===== src/rtl/t05_sram_pkg.sv =====
// Shared types and constants for the SRAM request port responder and its requester.
package t05_sram_pkg;

  typedef enum logic [0:0] {
    IDLE = 1'b0,
    BUS  = 1'b1
  } bus_state_t;

  localparam logic [31:0] DEFAULT_BASE_ADDR = 32'h3300_0000;

  // Region offsets the requester already places its tables at.
  localparam logic [31:0] REGION_HIST     = 32'd0;
  localparam logic [31:0] REGION_FLV      = 32'd0;
  localparam logic [31:0] REGION_HTREE    = 32'd1024;
  localparam logic [31:0] REGION_CODEBOOK = 32'd2048;

endpackage


===== src/rtl/t05_sram_bus_responder.sv =====
// Turns each rising-edge request on the SRAM port into one Wishbone B4 classic
// cycle, returning read data and a timeout flag to the requester.
module t05_sram_bus_responder
  import t05_sram_pkg::*;
#(
  parameter logic [31:0] BASE_ADDR = DEFAULT_BASE_ADDR,
  parameter int          TIMEOUT   = 16
) (
  input  logic        clk,
  input  logic        rst,
  input  logic        r_en,
  input  logic        wr_en,
  input  logic [3:0]  select,
  input  logic [31:0] addr,
  input  logic [31:0] data_i,
  output logic [31:0] data_o,
  output logic        busy_o,
  output logic        err_o,
  output logic        wb_cyc_o,
  output logic        wb_stb_o,
  output logic        wb_we_o,
  output logic [3:0]  wb_sel_o,
  output logic [31:0] wb_adr_o,
  output logic [31:0] wb_dat_o,
  input  logic [31:0] wb_dat_i,
  input  logic        wb_ack_i
);

  localparam logic [7:0] TMO_LAST = 8'(TIMEOUT - 1);

  bus_state_t  state;
  logic        req;
  logic        req_prev;
  logic        accept;
  logic        expire;
  logic [7:0]  tmo_cnt;
  logic [31:0] word_adr;

  assign req      = r_en | wr_en;
  assign accept   = (state == IDLE) && req && !req_prev;
  assign expire   = (tmo_cnt == TMO_LAST);
  // Byte offset bits are dropped; the sum wraps at 32 bits.
  assign word_adr = BASE_ADDR + (addr & 32'hFFFF_FFFC);

  always_ff @(posedge clk) begin
    if (rst) begin
      state    <= IDLE;
      req_prev <= 1'b0;
      tmo_cnt  <= 8'd0;
      data_o   <= 32'd0;
      busy_o   <= 1'b0;
      err_o    <= 1'b0;
      wb_cyc_o <= 1'b0;
      wb_stb_o <= 1'b0;
      wb_we_o  <= 1'b0;
      wb_sel_o <= 4'd0;
      wb_adr_o <= 32'd0;
      wb_dat_o <= 32'd0;
    end else begin
      req_prev <= req;
      case (state)
        IDLE: begin
          if (accept) begin
            state    <= BUS;
            wb_cyc_o <= 1'b1;
            wb_stb_o <= 1'b1;
            busy_o   <= 1'b1;
            // Write takes priority when both enables rise together.
            wb_we_o  <= wr_en;
            wb_sel_o <= select;
            wb_dat_o <= data_i;
            wb_adr_o <= word_adr;
            err_o    <= 1'b0;
            tmo_cnt  <= 8'd0;
          end
        end
        BUS: begin
          if (wb_ack_i) begin
            state    <= IDLE;
            wb_cyc_o <= 1'b0;
            wb_stb_o <= 1'b0;
            wb_we_o  <= 1'b0;
            busy_o   <= 1'b0;
            if (!wb_we_o) begin
              data_o <= wb_dat_i;
            end
          end else if (expire) begin
            state    <= IDLE;
            wb_cyc_o <= 1'b0;
            wb_stb_o <= 1'b0;
            wb_we_o  <= 1'b0;
            busy_o   <= 1'b0;
            err_o    <= 1'b1;
          end else begin
            tmo_cnt <= tmo_cnt + 8'd1;
          end
        end
      endcase
    end
  end

endmodule

===== config.mk =====
export PLATFORM = sky130hd
export DESIGN_NAME = t05_sram_bus_responder
export DESIGN_NICKNAME = d
export VERILOG_FILES = /design/src/rtl/t05_sram_pkg.sv /design/src/rtl/t05_sram_bus_responder.sv
export SDC_FILE = /design/constraint.sdc
export NUM_CORES = 1
export LEC_CHECK = 0
export BUFFER_PORTS_ARGS = -buffer_cell sky130_fd_sc_hd__buf_2
export CORE_ASPECT_RATIO = 2
export CORE_UTILIZATION = 47
export CTS_CLUSTER_SIZE = 14
export DETAILED_ROUTE_END_ITERATION = 7
export PLACE_DENSITY = 0.84
export SYNTH_ARGS = -nofsm -noshare
export SYNTH_HDL_FRONTEND = slang
export SYNTH_SLANG_ARGS = --single-unit

===== constraint.sdc =====
create_clock -name clk -period 3.6 [get_ports clk]
set_clock_uncertainty 0.15 [all_clocks]
set_input_delay 0.72 -clock clk [delete_from_list [all_inputs] [get_ports clk]]
set_output_delay 0.72 -clock clk [all_outputs]
set_load 0.02 [all_outputs]

## Word-level counts from Yosys, hierarchy flattened

Cells that the tools add are included.

- Register bits after elaboration: 113
- Bits of input ports: 105
- Output and inout port bits: 105
- Word-level logic and storage cells: 47

- Add/subtract/negate cells: 2
- Equal/unequal tests: 6
- Multiplexer cells: 18
- Bitwise operators: 3
- Reduce and logical (&&, ||, !) cells: 8

Operators with widths:

| operator | number |
|---|---|
| $add 30x32->32 const A | 1 |
| $mux 8 | 3 |
| $pmux 8 s2 | 1 |
| $mux 1 | 10 |
| $reduce_and 3->1 | 3 |
| $add 8x1->8 const B | 1 |
| $eq 8x4->1 const B | 1 |
| $pmux 1 s2 | 4 |
| $ne 2x2->1 const B | 3 |
| $reduce_and 2->1 | 2 |
| $ne 3x2->1 const B | 1 |
| $logic_and 1x1->1 | 2 |
| $ne 2x1->1 const B | 1 |
| $not 1->1 | 2 |
| $logic_not 1->1 | 1 |
| $or 1x1->1 | 1 |

## Logic depth before layout (Yosys ltp)

- Word-level depth: 5
- Gate-level depth with buffers: 6

## Least setup slack after synthesis

OpenSTA, ideal clock, no wires.

- Path type: input to register
- Start point: input port wr_en
- End point: register wb_dat_o[17]
- Library setup time: 0.059 ns
- Data arrival time: 1.734 ns
- Required time: 3.391 ns
- Setup slack: 1.657 ns
- Stages on the path: 5
- Buffers on the path: 1
- Cell sequence: nor2_1 > nor3_2 > nor2_1 > buf_2 > a22o_1

- Longest elaborated chain between the ends: 4

RTL lines:

| what | RTL line | text |
|---|---|---|
| start: declaration | t05_sram_bus_responder.sv:12 | `input logic wr_en,` |
| $or 1x1->1 | t05_sram_bus_responder.sv:39 | `assign req = r_en \| wr_en;` |
| $logic_and 1x1->1 (2 in series) | t05_sram_bus_responder.sv:40 | `assign accept = (state == IDLE) && req && !req_prev;` |
| $reduce_and 2->1 (no source line) | - |  |
| end signal: assignment | t05_sram_bus_responder.sv:71 | `wb_dat_o <= data_i;` |
| end: declaration | t05_sram_bus_responder.sv:24 | `output logic [31:0] wb_dat_o,` |

No other way between the ends.
A chain may end at the register's enable or synchronous reset.

## Worst setup path after layout

- Start point: input port wr_en
- End point: register wb_dat_o[28]

Same word-level chain as after synthesis.

==> reports/summary.md <==
The sum of routed wire length over all layers came out at 10100 um. Final worst-path cycle share: 0.602. Counting every instance in the synthesized netlist gives 377. The tools report the relative contribution of combinational cells to total power as 0.148. For the final routed database, the setup TNS stands at 0 ns.

Entering global routing, the biggest net connects 64 pins. Setup repair after global routing left no endpoint under its margin. The max-slew violation total from the final report is 0. STA classifies the critical path endpoint as a flop. The minimum period implied by the final worst setup slack came out at 2.17 ns. Across all setup checks in the final design, the least slack found is 1.43 ns. After clock tree synthesis, the clock-pin slew on the worst setup and hold paths is 0.07 ns.

The sequential cell fraction of total power came out at 0.503. Summing over every cut layer, the via total after detailed routing is 3534. TritonCTS built the clock tree. The maximum number of buffers from clock root to sink is 2.

Data arrives at the worst endpoint at 2.29 ns. Global routing usage summed across all routing layers: 0.223. The root buffer cell chosen for the clock tree is sky130_fd_sc_hd__clkbuf_16. Counting flops and latches in the post-synthesis netlist gives 111. The number of setup buffers added after CTS was 0; the via count normalized by instance count was 5.29.

For the switching power total, the log shows 0.000722 W. The worst-path maximum fanout came out at 34. For the initial antenna violation count, the log shows 0. The post-detailed-route count of antenna-violating nets is 0, and the net count reported at finish is 675.

The run finished with clean final reports. The number of hold-slack violations in the final timing report is 0, and the clock share of power is 0.349. The worst-case IR drop observed on VDD is 0.316 mV.

The first global-routing pass estimated 14800 um of wire. The synthesized design contains 0 enable-type register cells. The H-tree generated during clock tree synthesis spans 3 levels. After global routing the overflow that remains totals 0.

The fraction of final layout cells sized beyond drive strength 1 was 0.411. The core outline area is 7940 um^2. The worst min-delay path category was flop to flop. In the layout the commonest cells are sky130_fd_sc_hd__buf_2, sky130_fd_sc_hd__dfxtp_1, sky130_fd_sc_hd__nand2_1, sky130_fd_sc_hd__a22o_1, sky130_fd_sc_hd__a21oi_1. The async set-reset flop share out of synthesis is 0.

Across the run, the number of max-cap violations was 0. The maximum frequency from static timing analysis is 462 MHz, and the clock latency on the worst-skew pair is 0.34 ns. Die area: 8570 um^2. Averaged over all synthesized cells, the footprint is 10.2 um^2. The most frequently used flop master after synthesis is sky130_fd_sc_hd__dfxtp_1. From synthesis to final layout, the design area changed by 34.4%.

The number of iterations in the first detailed-routing pass was 4. The critical path in this run is classified as input port to flop. Once the clock tree was built, the resizer swapped 0 gates to a different size.

Placer's final routability congestion estimate: 0.773. Setup violations remaining at the end of the flow were counted as 0. In this run the horizontal extent of the chip is 66.0 um. Type of origin of the critical path: an input port. The tools report the internal power contribution as 0.00195 W. The tools report the overall power consumption as 0.00267 W.

For the effective utilization at floorplan, the log shows 0.484. During placement, the flow inserted port buffers numbering 205. The library cell used most frequently in the layout, excluding fill and tap cells, is sky130_fd_sc_hd__buf_2. The logs give 0 for the number of remaining DRC errors and 0 for the count of hold-fix buffers inserted at cts.

The I/O pin count was 210; the average wire per cell in the routed design was 15.2 um. The number of clock sinks seen by CTS was 111. In this run, the number of DRC markers left after iteration 0 of detailed routing was 146. Summed over all nets, the half-perimeter wirelength after detailed placement is 7570 um. Summed over all cells, the static leakage comes to 2.52 nW.

The share of total power consumed by net switching came out at 0.270. The number of distinct library cells after synthesis is 42, and the ratio of total power to cell area is 516 nW/um^2. 0 antenna diodes ended up in the layout. The number of global-route vias before repair was 3216; the slew at the pin closest to its max-slew limit was 0.814 ns. At the placement stage, the worst setup path has a slack of 1.09 ns.

For the worst setup path, the data required time is 3.73 ns. The tools report the number of warning messages in the yosys log as 0. The synthesized netlist occupies a cell area of 3850 um^2. The end-of-flow core utilization was 0.651; the vertical die dimension was 130 um. The run gives 0.453 as the remaining max-slew budget at the tightest pin. The floorplan has 46 rows. TritonCTS created 9 clock buffers. The portion of the post-synthesis area used by sequential elements was 0.578.
[registers in the layout (all words and copies together) (netlist names)]
signal	cells
tmo_cnt	8
wb_stb_o	1
wb_we_o	1
data_o	32
wb_adr_o	30
req_prev	1
state	1
wb_sel_o	4
err_o	1
wb_dat_o	32
[kinds of logic (layout without fill, tap and decap cells)]
group           count (synthesis)  count (layout)  synth area share
compound gates                119             119             0.234
flops                         111             111             0.578
simple gates                  100             100             0.114
buf+inv                        34             228            0.0436
xor+xnor                       10              10            0.0228
fa+ha+maj                       2               2           0.00650
other cells                     1               2          0.000975
[critical path: stages]
cell and delay (ns):
sky130_fd_sc_hd__buf_2 0.09, sky130_fd_sc_hd__nor2_1 0.08, sky130_fd_sc_hd__or3_1 0.47, sky130_fd_sc_hd__nor2_4 0.33
sky130_fd_sc_hd__buf_4 0.40, sky130_fd_sc_hd__a22o_1 0.20
[final timing paths]
kind	start	end	slack, ns	cells past startpoint
worst min-delay path	data_o[25]$_SDFFE_PP0P_	data_o[25]$_SDFFE_PP0P_	0.30	2
worst min register to register	data_o[25]$_SDFFE_PP0P_	data_o[25]$_SDFFE_PP0P_	0.30	2
worst max register to register	state$_SDFF_PP0_	wb_dat_o[28]$_SDFFE_PP0P_	1.53	4
worst max-delay path	wr_en	wb_dat_o[28]$_SDFFE_PP0P_	1.43	6
[stage by stage]
stage / std cells / hold slack [ns] / instance area [um^2]
floorplan: 378 / 0.311 / 3850
global placement: 653 / 0.290 / 4890
detailed placement: 653 / 0.295 / 4890
CTS: 668 / 0.305 / 5170
global route: 668 / 0.318 / 5170
finish: 668 / 0.304 / 5170
[synth_stat cells (3+ instances only)]
cell | number | area, um^2
sky130_fd_sc_hd__a22o_1 | 63 | 552
sky130_fd_sc_hd__xor2_1 | 6 | 52.6
sky130_fd_sc_hd__o31ai_1 | 3 | 22.5
sky130_fd_sc_hd__a21oi_1 | 35 | 175
sky130_fd_sc_hd__nand3_1 | 3 | 15.0
sky130_fd_sc_hd__buf_2 | 13 | 65.1
sky130_fd_sc_hd__nand2_1 | 69 | 259
sky130_fd_sc_hd__o2111ai_1 | 4 | 35.0
sky130_fd_sc_hd__clkbuf_1 | 12 | 45.0
sky130_fd_sc_hd__dfxtp_1 | 111 | 2220
sky130_fd_sc_hd__inv_1 | 3 | 11.3
sky130_fd_sc_hd__buf_4 | 4 | 30.0
sky130_fd_sc_hd__xnor2_1 | 4 | 35.0
sky130_fd_sc_hd__nor2_1 | 14 | 52.6
[power by group through the flow]
stage / combinational [W] / sequential [W] / clock [W]
floorplan: 0.000146 / 0.00146 / 0
global placement: 0.000385 / 0.00137 / 0
detailed placement: 0.000395 / 0.00137 / 0
CTS: 0.000397 / 0.00134 / 0.000958
global route: 0.000424 / 0.00135 / 0.00100
finish: 0.000395 / 0.00134 / 0.000933
[area by class of cell]
class,instances,area (um^2)
Clock buffer,10,239
Inverter,3,11.3
Tap cell,96,120
Clock inverter,5,43.8
Fill cell,663,2770
Multi-Input combinational cell,233,1470
Sequential cell,111,2220
Timing Repair Buffer,210,1060
[layer usage]
| metal | up-vias | wire length, um | track usage |
|---|---|---|---|
| met5 | - | 0 | 0 |
| met4 | 0 | 340 | 0.114 |
| met3 | 26 | 836 | 0.0568 |
| met2 | 174 | 5130 | 0.397 |
| met1 | 1616 | 3830 | 0.234 |
| li1 | 1718 | - | - |
Note: power is estimated with default switching activity, not from simulation.
